[src/rtl/mips16_pkg.sv]
// Shared types and constants for the MIPS16-style fetch front end.
// Widths here fix the layout of the instruction buffer entries.
package mips16_pkg;

  localparam int PC_W    = 32;
  localparam int INSTR_W = 16;
  localparam int PC_STEP = 2;
  localparam logic [PC_W-1:0] RESET_PC = 32'h0;

  typedef struct packed {
    logic [INSTR_W-1:0] instr;
    logic [PC_W-1:0]    pc;
  } fetch_entry_t;

  typedef enum logic {
    FETCH = 1'b0,
    FLUSH = 1'b1
  } fetch_state_e;

endpackage

[src/rtl/fetch_fifo.sv]
// Synchronous FIFO of fetch entries between the memory response path and decode.
// A flush empties the buffer and wins over a push or pop in the same cycle.
module fetch_fifo
  import mips16_pkg::*;
#(
  parameter int DEPTH = 4
) (
  input  logic                       clk,
  input  logic                       reset,
  input  logic                       i_push,
  input  fetch_entry_t               i_pushData,
  input  logic                       i_pop,
  input  logic                       i_flush,
  output fetch_entry_t               o_head,
  output logic [$clog2(DEPTH+1)-1:0] o_count,
  output logic                       o_empty,
  output logic                       o_full
);

  localparam int CNT_W = $clog2(DEPTH + 1);
  localparam int PTR_W = $clog2(DEPTH);

  fetch_entry_t     r_mem [DEPTH];
  logic [PTR_W-1:0] r_rdPtr;
  logic [PTR_W-1:0] r_wrPtr;
  logic [CNT_W-1:0] r_count;
  logic             w_doPush;
  logic             w_doPop;

  assign o_empty  = (r_count == '0);
  assign o_full   = (r_count == CNT_W'(DEPTH));
  assign o_count  = r_count;
  assign o_head   = r_mem[r_rdPtr];
  assign w_doPop  = i_pop && !o_empty;
  assign w_doPush = i_push && (!o_full || w_doPop);

  // Pointers wrap naturally because DEPTH is a power of two.
  always_ff @(posedge clk or posedge reset) begin
    if (reset) begin
      r_rdPtr <= '0;
      r_wrPtr <= '0;
      r_count <= '0;
    end else if (i_flush) begin
      r_rdPtr <= '0;
      r_wrPtr <= '0;
      r_count <= '0;
    end else begin
      if (w_doPush) r_wrPtr <= r_wrPtr + PTR_W'(1);
      if (w_doPop)  r_rdPtr <= r_rdPtr + PTR_W'(1);
      r_count <= r_count + CNT_W'(w_doPush) - CNT_W'(w_doPop);
    end
  end

  always_ff @(posedge clk) begin
    if (w_doPush && !i_flush) r_mem[r_wrPtr] <= i_pushData;
  end

endmodule

[src/rtl/instr_fetch_unit.sv]
// Instruction fetch: owns the fetch PC, issues credit-limited in-order requests,
// buffers responses and hands {instr, pc} to decode; redirects flush in-flight work.
module instr_fetch_unit
  import mips16_pkg::*;
#(
  parameter int FIFO_DEPTH = 4
) (
  input  logic               clk,
  input  logic               reset,
  input  logic               redirect_valid,
  input  logic [PC_W-1:0]    redirect_pc,
  output logic               imem_req_valid,
  input  logic               imem_req_ready,
  output logic [PC_W-1:0]    imem_req_addr,
  input  logic               imem_rsp_valid,
  input  logic [INSTR_W-1:0] imem_rsp_data,
  output logic               if_valid,
  input  logic               if_ready,
  output logic [INSTR_W-1:0] if_instr,
  output logic [PC_W-1:0]    if_pc,
  output logic [PC_W-1:0]    fetch_pc
);

  localparam int CNT_W = $clog2(FIFO_DEPTH + 1);
  localparam int SUM_W = CNT_W + 1;
  localparam logic [PC_W-1:0] PC_ALIGN_MASK = ~PC_W'(1);

  fetch_state_e     r_state;
  fetch_state_e     w_nextState;
  logic [PC_W-1:0]  r_fetchPc;
  logic [CNT_W-1:0] r_outstanding;
  logic [CNT_W-1:0] r_dropCnt;

  logic [CNT_W-1:0] w_fifoCount;
  logic             w_fifoEmpty;
  logic             w_fifoFull;
  fetch_entry_t     w_head;
  fetch_entry_t     w_pushEntry;
  logic             w_rspAccept;
  logic [CNT_W-1:0] w_outAfterRsp;
  logic [CNT_W-1:0] w_dropAfterRsp;
  logic [SUM_W-1:0] w_inUse;
  logic             w_credit;
  logic             w_reqFire;
  logic             w_push;
  logic             w_pop;
  logic [PC_W-1:0]  w_rspPc;

  assign w_rspAccept    = imem_rsp_valid && (r_outstanding != '0);
  assign w_outAfterRsp  = r_outstanding - CNT_W'(w_rspAccept);
  assign w_dropAfterRsp = r_dropCnt - CNT_W'(imem_rsp_valid && (r_dropCnt != '0));
  assign w_inUse        = SUM_W'(w_fifoCount) + SUM_W'(r_outstanding);
  assign w_credit       = !w_fifoFull && (w_inUse < SUM_W'(FIFO_DEPTH));
  assign w_reqFire      = imem_req_valid && imem_req_ready;
  assign w_pop          = if_valid && if_ready;
  assign w_push         = (r_state == FETCH) && w_rspAccept && !redirect_valid;

  // Outstanding requests in FETCH are always the most recent sequential ones,
  // so the oldest response's PC is recovered by stepping back from fetch_pc.
  assign w_rspPc     = r_fetchPc - (PC_W'(r_outstanding) * PC_W'(PC_STEP));
  assign w_pushEntry = '{instr: imem_rsp_data, pc: w_rspPc};

  fetch_fifo #(
    .DEPTH(FIFO_DEPTH)
  ) u_fifo (
    .clk       (clk),
    .reset     (reset),
    .i_push    (w_push),
    .i_pushData(w_pushEntry),
    .i_pop     (w_pop),
    .i_flush   (redirect_valid),
    .o_head    (w_head),
    .o_count   (w_fifoCount),
    .o_empty   (w_fifoEmpty),
    .o_full    (w_fifoFull)
  );

  always_ff @(posedge clk or posedge reset) begin
    if (reset) r_state <= FETCH;
    else       r_state <= w_nextState;
  end

  always_comb begin
    w_nextState = r_state;
    if (redirect_valid) begin
      w_nextState = (w_outAfterRsp != '0) ? FLUSH : FETCH;
    end else if (r_state == FLUSH && w_dropAfterRsp == '0) begin
      w_nextState = FETCH;
    end
  end

  // Request valid is masked during reset so outputs show reset values immediately.
  always_comb begin
    imem_req_valid = 1'b0;
    if (!reset && r_state == FETCH && !redirect_valid) imem_req_valid = w_credit;
  end

  always_ff @(posedge clk or posedge reset) begin
    if (reset) begin
      r_fetchPc     <= RESET_PC;
      r_outstanding <= '0;
      r_dropCnt     <= '0;
    end else begin
      r_outstanding <= w_outAfterRsp + CNT_W'(w_reqFire);
      if (redirect_valid) begin
        r_fetchPc <= redirect_pc & PC_ALIGN_MASK;
        r_dropCnt <= w_outAfterRsp;
      end else begin
        if (w_reqFire) r_fetchPc <= r_fetchPc + PC_W'(PC_STEP);
        if (r_state == FLUSH) r_dropCnt <= w_dropAfterRsp;
      end
    end
  end

  assign imem_req_addr = r_fetchPc;
  assign fetch_pc      = r_fetchPc;
  assign if_valid      = !w_fifoEmpty;
  assign if_instr      = w_fifoEmpty ? '0 : w_head.instr;
  assign if_pc         = w_fifoEmpty ? '0 : w_head.pc;

endmodule

[config.mk]
export PLATFORM = sky130hd
export DESIGN_NAME = instr_fetch_unit
export DESIGN_NICKNAME = d
export VERILOG_FILES = /design/src/rtl/mips16_pkg.sv /design/src/rtl/fetch_fifo.sv /design/src/rtl/instr_fetch_unit.sv
export SDC_FILE = /design/constraint.sdc
export NUM_CORES = 1
export LEC_CHECK = 0
export ABC_AREA = 1
export ABC_CLOCK_PERIOD_IN_PS = 3300
export BUFFER_PORTS_ARGS = -buffer_cell sky130_fd_sc_hd__clkbuf_2
export CAP_MARGIN = 20
export CORE_MARGIN = 2
export CORE_UTILIZATION = 29
export DETAILED_ROUTE_END_ITERATION = 7
export GPL_ROUTABILITY_DRIVEN = 0
export PLACE_DENSITY_LB_ADDON = 0.15
export SYNTH_ARGS = -nofsm -noshare
export SYNTH_HDL_FRONTEND = slang
export SYNTH_SLANG_ARGS = --single-unit
[constraint.sdc]
create_clock -name clk -period 3.3 [get_ports clk]
set_clock_uncertainty 0.05 [all_clocks]
set_input_delay 0.66 -clock clk [delete_from_list [all_inputs] [get_ports clk]]
set_output_delay 0.66 -clock clk [all_outputs]
set_load 0.05 [all_outputs]
* Yosys cells after proc, flatten, opt, wreduce, memory -nomap -nowiden
Memory sizes are Yosys's and may differ from the RTL's. Index checks and enable logic that the tools add are counted.
Operators by class: $add $sub $neg 10, $lt $le $gt $ge 1, equal/unequal tests 1, muxes and demuxes 17, bitwise logic cells 1, reductions and logical operators 28
Operator list (number):
- two-way mux 32 bit | 3
- adder 32 x 2 -> 32 bit, second input constant | 1
- subtractor 32 x 4 -> 32 bit | 1
- two-way mux 16 bit | 1
- logical AND 1 bit | 13
- nonzero test 2 bit | 5
- two-way mux 3 bit | 3
- nonzero test 3 bit | 3
- subtractor 3 x 1 -> 3 bit | 3
- two-way mux 2 bit | 4
- adder 3 x 1 -> 3 bit | 2
- zero test 3 bit | 2
- two-way mux 1 bit | 6
- adder 2 x 1 -> 2 bit, second input constant | 2
- adder 3 x 3 -> 4 bit | 1
- zero test 1 bit | 4
- less-than comparator 4 x 3 -> 1 bit, second input constant | 1
- equality test 3 bit, second input constant | 1
- logical OR 1 bit | 1
- inverter 1 bit | 1
Storage, ports and cells: bits in registers 46, memory bits (writable) 192, input port bits 54, output and inout port bits 114, memories 1
Memory list:
- u_fifo.r_mem | depth 4, width 48, rd ports 1, clocked after Yosys merged registers in 0, wr ports 1, RTL line fetch_fifo.sv:23 | fetch_entry_t r_mem [DEPTH];

* Logic depth before layout (Yosys ltp)
Gate-level depths: netlist of run 1.
depth in word-level cells 9, depth in mapped cells 12

* Cells and area by module
Synthesis of run 1 repeated with hierarchy kept, for this count alone.
Unflattened totals: cell total of the unflattened synthesis 1317, area total of the unflattened synthesis 12146.6 um2
By module, submodules not included:
- fetch_fifo | times used 1, cells each 528, area each 7583.5 um2, sequential area each 5940.7 um2
- instr_fetch_unit | times used 1, cells each 789, area each 4563.1 um2, sequential area each 950.9 um2

* Worst setup path after synthesis of run 1
Ideal clock, no wire load.
path kind in2reg, start point input port redirect_valid, end point memory u_fifo.r_mem[0][10] (netlist bit) (enable), setup time 452 ps, data arrival time 3122 ps, required time 2798 ps, slack -324 ps, cell stages on the path 5, path buffers 0, cells stage by stage nor2_4 > nand2_1 > nor2_1 > inv_1 > nor2_1
On the way: word-level cells in the longest chain between the ends 6
RTL lines:
- start, declared | RTL line instr_fetch_unit.sv:10 | input logic redirect_valid,
- zero test 1 bit * | RTL line fetch_fifo.sv:55, instr_fetch_unit.sv:56
- logical AND 1 bit | RTL line instr_fetch_unit.sv:56 | assign w_push = (r_state == FETCH) && w_rspAccept && !redirect_valid;
- logical AND 1 bit | RTL line fetch_fifo.sv:35 | assign w_doPush = i_push && (!o_full || w_doPop);
- logical AND 1 bit * | RTL line fetch_fifo.sv:55 | if (w_doPush && !i_flush) r_mem[r_wrPtr] <= i_pushData;
- two-way mux 1 bit * | RTL line fetch_fifo.sv:55
- two-way mux 1 bit (not written as such) * | RTL line fetch_fifo.sv:55
- end, declared | RTL line fetch_fifo.sv:23
Mark *: on every way between the ends. The rest lies on a longest branch, timed or not.

* Worst setup path in the final report of run 1
start point register u_fifo.r_rdPtr[1], end point output port if_pc[16]
On the way: word-level cells in the longest chain between the ends 2
RTL lines:
- start, declared | RTL line fetch_fifo.sv:24 | logic [PTR_W-1:0] r_rdPtr;
- start signal, assigned | RTL line fetch_fifo.sv:49 | if (w_doPop) r_rdPtr <= r_rdPtr + PTR_W'(1);
- memory read (4 x 48 bit)
- two-way mux 32 bit | RTL line instr_fetch_unit.sv:119 | assign if_pc = w_fifoEmpty ? '0 : w_head.pc;
- end, declared | RTL line instr_fetch_unit.sv:20 | output logic [PC_W-1:0] if_pc,
Every way passes these cells.

==> results of run 1 <==
## critical path: stages (launching register included)
cell and delay, ps:
sky130_fd_sc_hd__dfrtp_1 370, sky130_fd_sc_hd__buf_12 280, sky130_fd_sc_hd__inv_1 100, sky130_fd_sc_hd__buf_4 300
sky130_fd_sc_hd__nor2_1 140, sky130_fd_sc_hd__o21ai_0 80, sky130_fd_sc_hd__a21oi_1 360, sky130_fd_sc_hd__buf_12 190
## placed cells by master, fill, tap and decap left out, drive strengths merged
cell         synthesis  routed
a21boi               1       1
a21oi               52      52
a22oi                2       2
and3                 1       1
buf                 67      67
bufinv               0       6
clkbuf              22     146
clkinv               0       9
clkinvlp             0       4
conb                 1       3
dfrtp               45      45
dlygate4sd3          0       1
edfxtp             188     188
fa                   2       2
ha                  18      18
inv                 82      83
nand2              219     219
nand3               82      82
nand4               10      10
nor2               295     295
nor3                 3       3
nor4                 1       1
o211ai               2       2
o21ai              106     106
o21bai               1       1
o31ai                1       1
or2                  4       4
xnor2                1       1
xor2                36      36
## power by group through the flow
stage / Sequential [mW] / Combinational, mW / Clock [mW]
CTS: 3.80 / 5.30 / 3.24
detailed placement: 3.86 / 5.29 / 0
global placement: 3.85 / 5.26 / 0
finish: 3.79 / 5.20 / 3.14
global route: 3.83 / 5.62 / 3.35
floorplan: 3.93 / 2.97 / 0
## cell type report
| class | count | area share (%) |
|---|---|---|
| well taps | 525 | 4.50 |
| clock inverters | 20 | 1.76 |
| flip-flops and latches | 233 | 46.4 |
| inverters | 82 | 2.11 |
| multi-input cells | 840 | 28.2 |
| clock buffers | 30 | 4.71 |
| repair buffers | 184 | 12.4 |
## flip-flops by register name (all words and copies together) (netlist names)
name and cells:
u_fifo.r_wrPtr 2, r_outstanding 3, u_fifo.o_count 3, fetch_pc 31
r_state 1, u_fifo.r_rdPtr 2, u_fifo.r_mem 188, r_dropCnt 3
## cells in the mapped netlist (6+ instances only)
cell type and instances:
sky130_fd_sc_hd__nand3_1 81, sky130_fd_sc_hd__nor2_2 13, sky130_fd_sc_hd__nor2_4 8, sky130_fd_sc_hd__nand4_1 10, sky130_fd_sc_hd__dfrtp_1 45, sky130_fd_sc_hd__nor2_1 273
sky130_fd_sc_hd__o21ai_0 104, sky130_fd_sc_hd__inv_2 7, sky130_fd_sc_hd__xor2_1 36, sky130_fd_sc_hd__inv_1 75, sky130_fd_sc_hd__edfxtp_1 188, sky130_fd_sc_hd__buf_4 36
sky130_fd_sc_hd__nand2_1 210, sky130_fd_sc_hd__nand2_2 6, sky130_fd_sc_hd__a21oi_1 52, sky130_fd_sc_hd__ha_1 18, sky130_fd_sc_hd__clkbuf_1 22, sky130_fd_sc_hd__buf_2 26
## cells by family (layout without fill, tap and decap cells)
family          after synthesis  after routing
simple gates                615            615
flops                       233            233
buf+inv                     171            316
compound gates              165            165
xor+xnor                     37             37
fa+ha+maj                    20             20
other cells                   1              3
## per-layer routing
metal / part of all wire [%] / up-vias
met3: 3.3 / 41
met2: 48 / 170
met5: 0 / -
met1: 46 / 4079
met4: 2.5 / 0
li1: - / 4342
## metrics by stage
stage / instance area, um2 / utilization (%)
final: 14600 / 36.7
after global routing: 14600 / 36.7
after CTS: 14600 / 36.6
after detailed placement: 13600 / 34.3
after global placement: 13600 / 34.3
after floorplan: 11700 / -
## path summary, 6_finish.rpt
path | start | endpoint | slack, ps | depth (start not counted)
max in group asynchronous | reset | u_fifo.r_rdPtr[0] | 2160 | 4
min reg2reg | r_dropCnt[0] | r_dropCnt[0] | 470 | 2
max reg2reg | u_fifo.o_count[1] | u_fifo.o_count[2] | 710 | 11
max | u_fifo.r_rdPtr[1] | if_pc[16] | 200 | 7
min in group asynchronous | reset | u_fifo.o_count[2] | 550 | 3
min | redirect_pc[21] | fetch_pc[21] | 290 | 3
## timing repair
action / 4_1_cts / 5_1_grt
hold buffers: 0 / 1
resized for setup: 0 / 3
setup endpoints to repair: 0 / 3
hold endpoints to repair: 0 / 8
==> impl_metrics.py, run 1 <==
metrics = {
    "grt": {
        "pin_count_of_the_biggest_net_entering_global_routing": 63,
        "grt_pass1_vias": 8498,
        "globalRouteMet1Util_pct": 20.6,
        "global_route.usage.total_pct": 15.5,
        "grt-ovfl-total": 0,
        "grt_first_pass_wirelength_mm": 49.7,
        "top_usage_layer": "met2",
        "groute.layer.met2.usage_pct": 26.6,
        "initial_antenna_violation_count": 0,
        "grtUsageMet3_pct": 1.99,
    },
    "logic_synthesis": {
        "synth_mux_area_share_pct": 0,
        "syn-instance-count": 1242,
        "synth_adder_area_share_pct": 2.28,
        "synth_compound_gate_area_share_pct": 7.24,
        "postSynthRegisterBits": 233,
        "ys_seq_area_share_pct": 58.1,
        "synth_area_mm2": 0.0117,
        "synthDominantCellAreaShare_pct": 48.4,
        "synth_enable_flop_cells": 188,
        "synthesis.area_per_instance_um2": 9.38,
        "most_common_flop_cell_mapped_by_yosys": "sky130_fd_sc_hd__edfxtp_1",
        "yosys.area_share.xor_xnor_pct": 2.78,
        "simple_gate_fraction_of_synth_area_pct": 22.5,
        "ys_types": 37,
        "synth_top_cells_by_area": "sky130_fd_sc_hd__edfxtp_1 48%, sky130_fd_sc_hd__dfrtp_1 9.7%, sky130_fd_sc_hd__nor2_1 8.8%, sky130_fd_sc_hd__nand2_1 6.8%, sky130_fd_sc_hd__o21ai_0 4.5%",
        "synthesis.yosys.warnings": 0,
        "main_combinational_cell_family_by_area_after_synthesis": "simple AND/OR/NAND/NOR gates",
        "synth-async-reset-ratio_pct": 19.3,
        "netlist.top_cell.by_area": "sky130_fd_sc_hd__edfxtp_1",
    },
    "sta": {
        "finalSetupViolCount": 0,
        "rsz0062_at_grt": "no",
        "setup_ws_ps": 200,
        "min_period_ps": 3100,
        "timing.final.crit_share_pct": 93.9,
        "achievable-frequency_mhz": 323,
        "final_max_slew_viol_count": 0,
        "finalHoldWorstSlack_ps": 291,
        "worstMarginPinSlew_ps": 831,
        "report.final.hold_viol_count": 0,
        "setup_total_negative_slack_ps": 0,
        "timing.slew.headroom_pct": 44.5,
    },
    "setup_path": {
        "crit_required_ps": 2590,
        "cp-start-kind": "flip-flop",
        "cp_max_fo": 48,
        "worst-setup-path-type": "reg -> out",
        "crit_path_end_kind": "output port",
        "worst_ep_arrival_time_ps": 2390,
    },
    "drt": {
        "num_vias": 8632,
        "drt_first_iter_violations": 369,
        "route.detailed.drc": 0,
        "detail_route.wl_per_cell_um": 16.8,
        "ant_nets": 0,
        "totalWireLength_mm": 32.1,
        "drt-vias-per-instance": 4.51,
        "drt-pass1-iter-count": 5,
    },
    "pwr": {
        "power_frac_comb_pct": 42.9,
        "pwr_density_cell_mw_per_mm2": 831,
        "power.static_leakage_nw": 5.82,
        "report.power.total_mw": 12.1,
        "vdd_ir_drop_max_mv": 0.378,
        "power.switching_fraction_pct": 39.6,
        "clkPwrFrac_pct": 25.9,
        "p_switching_mw": 4.81,
        "share_seq_of_total_power_pct": 31.3,
        "internal_dissipation_mw": 7.32,
    },
    "die": {
        "floorplan.die.height_um": 204,
        "die_width_um": 204,
        "std_cell_core_area_mm2": 0.0397,
        "ios": 168,
        "core.rowCount": 73,
        "initial_utilization_pct": 29.3,
        "design.die.area_mm2": 0.0418,
    },
    "cells_and_area": {
        "total_nets_final": 1442,
        "area_growth_syn_to_layout_pct": 25.3,
        "fin_cells": 1914,
        "ff_latch_area_mm2": 0.00677,
        "multiInputGateArea_mm2": 0.00411,
        "num-fill-cells": 4043,
        "n_antenna_cell": 0,
        "post_route_cells_drive_above_1_share_pct": 20.0,
    },
    "clocking": {
        "post_cts.repair.setup_buffers": 0,
        "cts_tree": "built",
        "clk_pin_slew_ps": 60,
        "tritoncts.num_buffers": 27,
        "cts_buffer_depth": 3,
        "htreeDepth": 1,
        "clk-insertion-delay-late_ps": 530,
        "numClockSinks": 233,
        "root_buffer_master": "sky130_fd_sc_hd__clkbuf_16",
    },
    "place": {
        "port_buffer_cells": 163,
        "placedCellCount": 1862,
        "dp.final_hpwl_mm": 21.8,
        "dp_worst_setup_slack_ps": 625,
    },
    "min_path": {
        "hold_class": "in -> reg",
    },
    "run_status": {
        "run_status": "completed",
    },
    "job": {
        "drv_cap": 0,
    },
}
Note: power is estimated with default switching activity, not from simulation.
==> run 2: changes to the inputs <==
--- a/config.mk
+++ b/config.mk
@@ -6,7 +6,7 @@
 export NUM_CORES = 1
 export LEC_CHECK = 0
 export ABC_AREA = 1
-export ABC_CLOCK_PERIOD_IN_PS = 3300
+export ABC_CLOCK_PERIOD_IN_PS = 3900
 export BUFFER_PORTS_ARGS = -buffer_cell sky130_fd_sc_hd__clkbuf_2
 export CAP_MARGIN = 20
 export CORE_MARGIN = 2
==> constraint.sdc (replaced) <==
create_clock -name clk -period 3.9 [get_ports clk]
set_clock_uncertainty 0.05 [all_clocks]
set_input_delay 0.78 -clock clk [delete_from_list [all_inputs] [get_ports clk]]
set_output_delay 0.78 -clock clk [all_outputs]
set_load 0.05 [all_outputs]
==> run 2 against run 1 <==
  * Register-to-register slack improved by 590 ps
  * Sequential cell count unchanged
  * Die area unchanged
  * Total power decreased by 17%
  * Critical path type unchanged
  * Largest cell class unchanged
==> impl_metrics.py, run 2 (synthesis gave the netlist of run 1 again) <==
metrics = {
    "setup_path": {
        "cp-start-kind": "flip-flop",
        "crit_path_end_kind": "output port",
        "critPathTopFamily": "buffers and inverters",
        "critical_path_depth": 5,
        "crit_path_top_delay_cell": "sky130_fd_sc_hd__inv_2",
        "crit_required_ps": 3070,
        "worst_r2r_endpoint": "u_fifo.r_mem[1][31]",
        "cp_max_fo": 42,
        "cp.buffers_inverters": 3,
        "r2r_cells": 10,
        "worst-setup-path-type": "reg -> out",
        "worstReg2RegStart": "fetch_pc[1]",
        "path_cells": "inv_2 > buf_12 > o21ai_0 > a21oi_1 > buf_12",
        "setup.reg_to_reg.worst_slack_ps": 1300,
        "worst_ep_arrival_time_ps": 2460,
        "timing.critical_path.slowest_cell_delay_ps": 490,
        "worst_path_most_repeated_cell": "sky130_fd_sc_hd__buf_12",
    },
    "die": {
        "design.die.area_mm2": 0.0418,
        "initial_utilization_pct": 29.3,
        "die_width_um": 204,
        "floorplan.die.height_um": 204,
        "std_cell_core_area_mm2": 0.0397,
        "core.rowCount": 73,
        "ios": 168,
    },
    "sta": {
        "timing.final.crit_share_pct": 84.5,
        "report.final.hold_viol_count": 0,
        "finalSetupViolCount": 0,
        "min_period_ps": 3290,
        "timing.slew.headroom_pct": 39.2,
        "setup_total_negative_slack_ps": 0,
        "rsz0062_at_grt": "no",
        "worstMarginPinSlew_ps": 911,
        "final_max_slew_viol_count": 0,
        "achievable-frequency_mhz": 304,
        "setup_ws_ps": 606,
    },
    "cells_and_area": {
        "layout_commonest_cell": "sky130_fd_sc_hd__nor2_1",
        "num-fill-cells": 4056,
        "area_growth_syn_to_layout_pct": 23.7,
        "layout.cells.most_common_list": "269 x sky130_fd_sc_hd__nor2_1, 210 x sky130_fd_sc_hd__nand2_1, 188 x sky130_fd_sc_hd__edfxtp_1, 116 x sky130_fd_sc_hd__clkbuf_2, 104 x sky130_fd_sc_hd__o21ai_0",
        "total_nets_final": 1436,
        "post_route_cells_drive_above_1_share_pct": 19.0,
        "finish.instance_area_mm2": 0.0144,
        "largest-register": "u_fifo.r_mem",
        "fin_cells": 1907,
        "largest_reg_flops": 188,
        "n_antenna_cell": 0,
    },
    "drt": {
        "drt-pass1-iter-count": 5,
        "drt-vias-per-instance": 4.56,
        "drt_first_iter_violations": 401,
        "num_vias": 8689,
        "route.detailed.drc": 0,
        "ant_nets": 0,
        "detail_route.wl_per_cell_um": 17.0,
        "totalWireLength_mm": 32.4,
    },
    "clocking": {
        "post_cts.repair.setup_buffers": 0,
        "tritoncts.num_buffers": 28,
        "htreeDepth": 1,
        "cts_buffer_depth": 3,
        "resized_after_cts": 0,
        "clk-insertion-delay-late_ps": 550,
        "cts_hold_repair.buffers": 0,
        "numClockSinks": 233,
        "root_buffer_master": "sky130_fd_sc_hd__clkbuf_16",
        "cts_tree": "built",
        "clk_pin_slew_ps": 60,
    },
    "run_status": {
        "run_status": "completed",
    },
    "place": {
        "placedCellCount": 1856,
        "dp_worst_setup_slack_ps": 1020,
        "dpl-instance-area_mm2": 0.0135,
        "port_buffer_cells": 163,
        "dp.final_hpwl_mm": 21.2,
    },
    "job": {
        "drv_cap": 0,
    },
    "pwr": {
        "vdd_ir_drop_max_mv": 0.348,
        "report.power.total_mw": 10.1,
        "power.static_leakage_nw": 5.75,
        "pwr_density_cell_mw_per_mm2": 697,
    },
    "grt": {
        "grt_pass1_vias": 8693,
        "initial_antenna_violation_count": 0,
        "pin_count_of_the_biggest_net_entering_global_routing": 97,
        "global_route.usage.total_pct": 15.7,
        "grt-ovfl-total": 0,
        "grt_first_pass_wirelength_mm": 50.7,
    },
    "min_path": {
        "hold_class": "in -> async",
    },
}
[run 2: cell count changes in the layout (fill, tap and decap cells not counted), moves of 3 or more]
cell,delta
sky130_fd_sc_hd__a21oi_1,+3
sky130_fd_sc_hd__a21oi_2,-3
sky130_fd_sc_hd__buf_4,-4
sky130_fd_sc_hd__bufinv_16,-4
sky130_fd_sc_hd__clkbuf_1,+8
sky130_fd_sc_hd__clkinvlp_4,-4
[run 2: layout make-up]
cell class	instances	area (um2)	area share, %
multi-input combinational	840	4100	28.4
clock buffer	39	742	5.14
inverter	82	308	2.13
clock inverter	11	115	0.798
tap	525	657	4.55
sequential	233	6770	47.0
timing repair buffer	177	1730	12.0
[run 2: worst max path at each step]
stage                            from                  end
CTS                 u_fifo.r_rdPtr[0]            if_pc[14]
global placement       redirect_valid  u_fifo.r_mem[3][32]
detailed placement     redirect_valid  u_fifo.r_mem[3][32]
global route        u_fifo.r_rdPtr[0]            if_pc[16]
floorplan              redirect_valid  u_fifo.r_mem[0][10]
finish              u_fifo.r_rdPtr[0]            if_pc[14]
[run 2: layer usage]
| metal | share of wire (%) | up-vias | GRT usage [%] |
|---|---|---|---|
| met5 | 0 | - | 0 |
| met4 | 2.2 | 0 | 3.93 |
| met3 | 4.1 | 41 | 1.99 |
| met2 | 47 | 206 | 26.4 |
| met1 | 47 | 4121 | 21.5 |
| li1 | - | 4321 | - |
[run 2: metrics by stage]
stage                     utilization [%]  hold WS, ps
final                                36.3         86.2
after global routing                 36.3         80.9
after CTS                            36.2          371
after detailed placement             34.1          468
after global placement               34.1          451
after floorplan                         -          423
[run 2: worst reg2reg max path, cell delays in order (launching register included)]
cell and delay, ps:
sky130_fd_sc_hd__dfrtp_1 440, sky130_fd_sc_hd__inv_1 200, sky130_fd_sc_hd__ha_1 220, sky130_fd_sc_hd__fa_1 170, sky130_fd_sc_hd__inv_1 50, sky130_fd_sc_hd__nand2_1 70
sky130_fd_sc_hd__inv_1 70, sky130_fd_sc_hd__nor2_2 260, sky130_fd_sc_hd__nand3_1 170, sky130_fd_sc_hd__nor2_1 140, sky130_fd_sc_hd__xor2_1 490
[run 2: power by group]
part / leakage, nW / total [mW] / internal, mW / switching, mW
combinational: 3.08 / 4.39 / 1.53 / 2.87
clock: 0.415 / 2.46 / 1.45 / 1.00
sequential: 2.25 / 3.21 / 2.98 / 0.221
==> run 3: changes to the inputs <==
--- a/config.mk
+++ b/config.mk
@@ -5,8 +5,8 @@
 export SDC_FILE = /design/constraint.sdc
 export NUM_CORES = 1
 export LEC_CHECK = 0
-export ABC_AREA = 1
-export ABC_CLOCK_PERIOD_IN_PS = 3900
+export ABC_AREA = 0
+export ABC_CLOCK_PERIOD_IN_PS = 3300
 export BUFFER_PORTS_ARGS = -buffer_cell sky130_fd_sc_hd__clkbuf_2
 export CAP_MARGIN = 20
 export CORE_MARGIN = 2
==> constraint.sdc (replaced) <==
create_clock -name clk -period 3.3 [get_ports clk]
set_clock_uncertainty 0.05 [all_clocks]
set_input_delay 0.66 -clock clk [delete_from_list [all_inputs] [get_ports clk]]
set_output_delay 0.66 -clock clk [all_outputs]
set_load 0.05 [all_outputs]
==> run 3 against run 2 <==
  * Clock power rose by 15%
  * Final cell count is 27% lower
  * Total power up 0.29%
  * Sequential share of layout area increased by 5.1 points
  * Largest cell class unchanged
  * Cell area shrank 9.7%
  * Register-to-register slack worse by 910 ps
  * Non-clock buffer count is 38 higher
  * Sequential cell count stayed put
  * Core utilization fell by 0.65 points
  * Combinational power is 18% lower
  * Critical endpoint is now imem_req_valid
  * Wire length shrank 13%
==> impl_metrics.py, run 3 <==
metrics = {
    "setup_path": {
        "path_cells": "ha_1 > or4_1 > a2111oi_4 > buf_4 > buf_12",
        "critPathTopFamily": "simple AND/OR/NAND/NOR gates",
        "crit_path_end_kind": "output port",
        "setup.reg_to_reg.worst_slack_ps": 390,
        "worst_ep_arrival_time_ps": 2460,
        "worst-setup-path-type": "reg -> out",
        "worstReg2RegStart": "fetch_pc[7]",
        "cp-start-kind": "flip-flop",
        "timing.critical_path.slowest_cell_delay_ps": 570,
        "crit_path_top_delay_cell": "sky130_fd_sc_hd__or4_1",
        "cp.buffers_inverters": 2,
        "crit_path_start": "r_outstanding[2]",
        "crit_required_ps": 2590,
        "cp_max_fo": 4,
    },
    "die": {
        "core.rowCount": 70,
        "ios": 168,
        "design.die.area_mm2": 0.0385,
        "die_width_um": 196,
        "floorplan.die.height_um": 196,
        "std_cell_core_area_mm2": 0.0365,
        "initial_utilization_pct": 29.3,
    },
    "job": {
        "drv_cap": 0,
    },
    "clocking": {
        "tritoncts.num_buffers": 27,
        "htreeDepth": 1,
        "numClockSinks": 233,
        "root_buffer_master": "sky130_fd_sc_hd__clkbuf_16",
        "cts_buffer_depth": 3,
        "cts_hold_repair.buffers": 0,
        "clk_pin_slew_ps": 60,
        "clk-insertion-delay-late_ps": 530,
        "cts_tree": "built",
    },
    "min_path": {
        "hold_class": "in -> async",
    },
    "place": {
        "port_buffer_cells": 163,
        "dp.final_hpwl_mm": 19.4,
        "dp_worst_setup_slack_ps": 51.6,
        "placedCellCount": 1344,
        "dpl-instance-area_mm2": 0.0122,
    },
    "cells_and_area": {
        "layout_commonest_cell": "sky130_fd_sc_hd__edfxtp_1",
        "total_nets_final": 980,
        "layout.cells.most_common_list": "188 x sky130_fd_sc_hd__edfxtp_1, 162 x sky130_fd_sc_hd__clkbuf_2, 53 x sky130_fd_sc_hd__and2_1, 47 x sky130_fd_sc_hd__mux4_2, 46 x sky130_fd_sc_hd__buf_4",
        "post_route_cells_drive_above_1_share_pct": 34.3,
        "num-fill-cells": 3572,
        "finish.instance_area_mm2": 0.0130,
        "fin_cells": 1393,
        "n_antenna_cell": 0,
        "largest-register": "u_fifo.r_mem",
        "largest_reg_flops": 188,
        "area_growth_syn_to_layout_pct": 21.5,
        "finish.utilization_pct": 35.6,
    },
    "drt": {
        "detail_route.wl_per_cell_um": 20.2,
        "drt-pass1-iter-count": 4,
        "ant_nets": 0,
        "totalWireLength_mm": 28.2,
        "drt_first_iter_violations": 317,
        "route.detailed.drc": 0,
        "drt-vias-per-instance": 4.68,
        "num_vias": 6521,
    },
    "sta": {
        "timing.slew.headroom_pct": 58.6,
        "worstMarginPinSlew_ps": 617,
        "min_period_ps": 3170,
        "finalSetupViolCount": 0,
        "report.final.hold_viol_count": 0,
        "setup_total_negative_slack_ps": 0,
        "rsz0062_at_grt": "no",
        "achievable-frequency_mhz": 315,
        "final_max_slew_viol_count": 0,
        "timing.final.crit_share_pct": 96.2,
        "setup_ws_ps": 126,
    },
    "grt": {
        "grt_pass1_vias": 6648,
        "pin_count_of_the_biggest_net_entering_global_routing": 51,
        "grt-ovfl-total": 0,
        "initial_antenna_violation_count": 0,
        "grt_first_pass_wirelength_mm": 41.9,
        "global_route.usage.total_pct": 14.6,
    },
    "logic_synthesis": {
        "synth_most_common_cell": "sky130_fd_sc_hd__edfxtp_1",
        "ys_seq_area_share_pct": 63.2,
        "netlist_top_cells_count": "188 x sky130_fd_sc_hd__edfxtp_1, 57 x sky130_fd_sc_hd__and2_1, 47 x sky130_fd_sc_hd__mux4_2, 45 x sky130_fd_sc_hd__dfrtp_1, 43 x sky130_fd_sc_hd__nand2_1",
        "ys_types": 53,
        "synth_area_mm2": 0.0107,
        "most_common_flop_cell_mapped_by_yosys": "sky130_fd_sc_hd__edfxtp_1",
        "synthDominantCellAreaShare_pct": 52.7,
        "synth-async-reset-ratio_pct": 19.3,
        "synthesis.area_per_instance_um2": 14.5,
        "synth_top_cells_by_area": "sky130_fd_sc_hd__edfxtp_1 53%, sky130_fd_sc_hd__dfrtp_1 11%, sky130_fd_sc_hd__mux4_2 9.9%, sky130_fd_sc_hd__and2_1 3.3%, sky130_fd_sc_hd__xor2_1 2.5%",
        "netlist.top_cell.by_area": "sky130_fd_sc_hd__edfxtp_1",
        "postSynthRegisterBits": 233,
        "syn-instance-count": 739,
        "synth_enable_flop_cells": 188,
        "synthesis.yosys.warnings": 0,
    },
    "pwr": {
        "power.static_leakage_nw": 4.90,
        "vdd_ir_drop_max_mv": 0.362,
        "pwr_density_cell_mw_per_mm2": 774,
    },
    "run_status": {
        "run_status": "completed",
    },
}
==> run 3: cell count changes after synthesis, moves of 23 or more <==
| cell | change |
|---|---|
| sky130_fd_sc_hd__nor2_1 | -250 |
| sky130_fd_sc_hd__nand2_1 | -167 |
| sky130_fd_sc_hd__o21ai_0 | -86 |
| sky130_fd_sc_hd__nand3_1 | -59 |
| sky130_fd_sc_hd__and2_1 | +57 |
| sky130_fd_sc_hd__inv_1 | -51 |
| sky130_fd_sc_hd__mux4_2 | +47 |
| sky130_fd_sc_hd__a21oi_1 | -46 |
| sky130_fd_sc_hd__buf_2 | -23 |
==> run 3: worst paths after layout <==
kind | endpoint | depth (start not counted)
worst max-delay path | imem_req_valid | 5
min in group clk | fetch_pc[2] | 3
max in group asynchronous | fetch_pc[14] | 3
worst min register to register | u_fifo.r_wrPtr[0] | 1
worst min-delay path | r_state | 2
worst max register to register | u_fifo.r_mem[2][25] | 5
==> run 3: kinds of logic after synthesis <==
logic type | after synthesis | share of synthesized area, %
DFF | 233 | 63.2
and+or+nand+nor | 221 | 11.2
buffers and inverters | 105 | 4.99
AOI/OAI and AO/OA | 63 | 4.10
muxes | 51 | 10.3
xor gates and xnor gates | 45 | 3.75
adders and majority gates | 20 | 2.48
other | 1 | 0.0350
==> run 3: metrics by stage <==
step,power (mW),hold WS [ps]
4_1_cts,10.3,174
6_report,10.1,163
2_1_floorplan,6.37,453
5_1_grt,10.6,204
3_3_place_gp,7.40,489
3_5_place_dp,7.38,501
==> run 3: cell type report <==
class	count	area, um2	share of cell area [%]
Tap cell	468	586	4.50
Sequential cell	233	6780	52.0
Clock buffer	33	698	5.36
Clock inverter	15	126	0.971
Multi-Input combinational cell	403	3440	26.4
Timing Repair Buffer	215	1300	9.96
Inverter	26	97.6	0.750
==> run 3: timing repair <==
action | 4_1_cts | 5_1_grt
setup buffers | 1 | 0
endpoints found under the setup margin | 1 | 0
gates resized for setup | 1 | 0
==> run 3: layer usage <==
metal  track usage [%]  share of wire, %  wire length, um
met1              20.5                46            12900
met2              24.5                48            13500
met3              1.96               4.7             1310
met4              2.92               1.5              432
met5                 0                 0                0
==> run 3: report_power, final <==
group	switching (mW)	internal [mW]	total, mW
Combinational	2.46	1.15	3.61
Sequential	0.184	3.46	3.64
Clock	1.17	1.65	2.83
Total	3.82	6.26	10.1
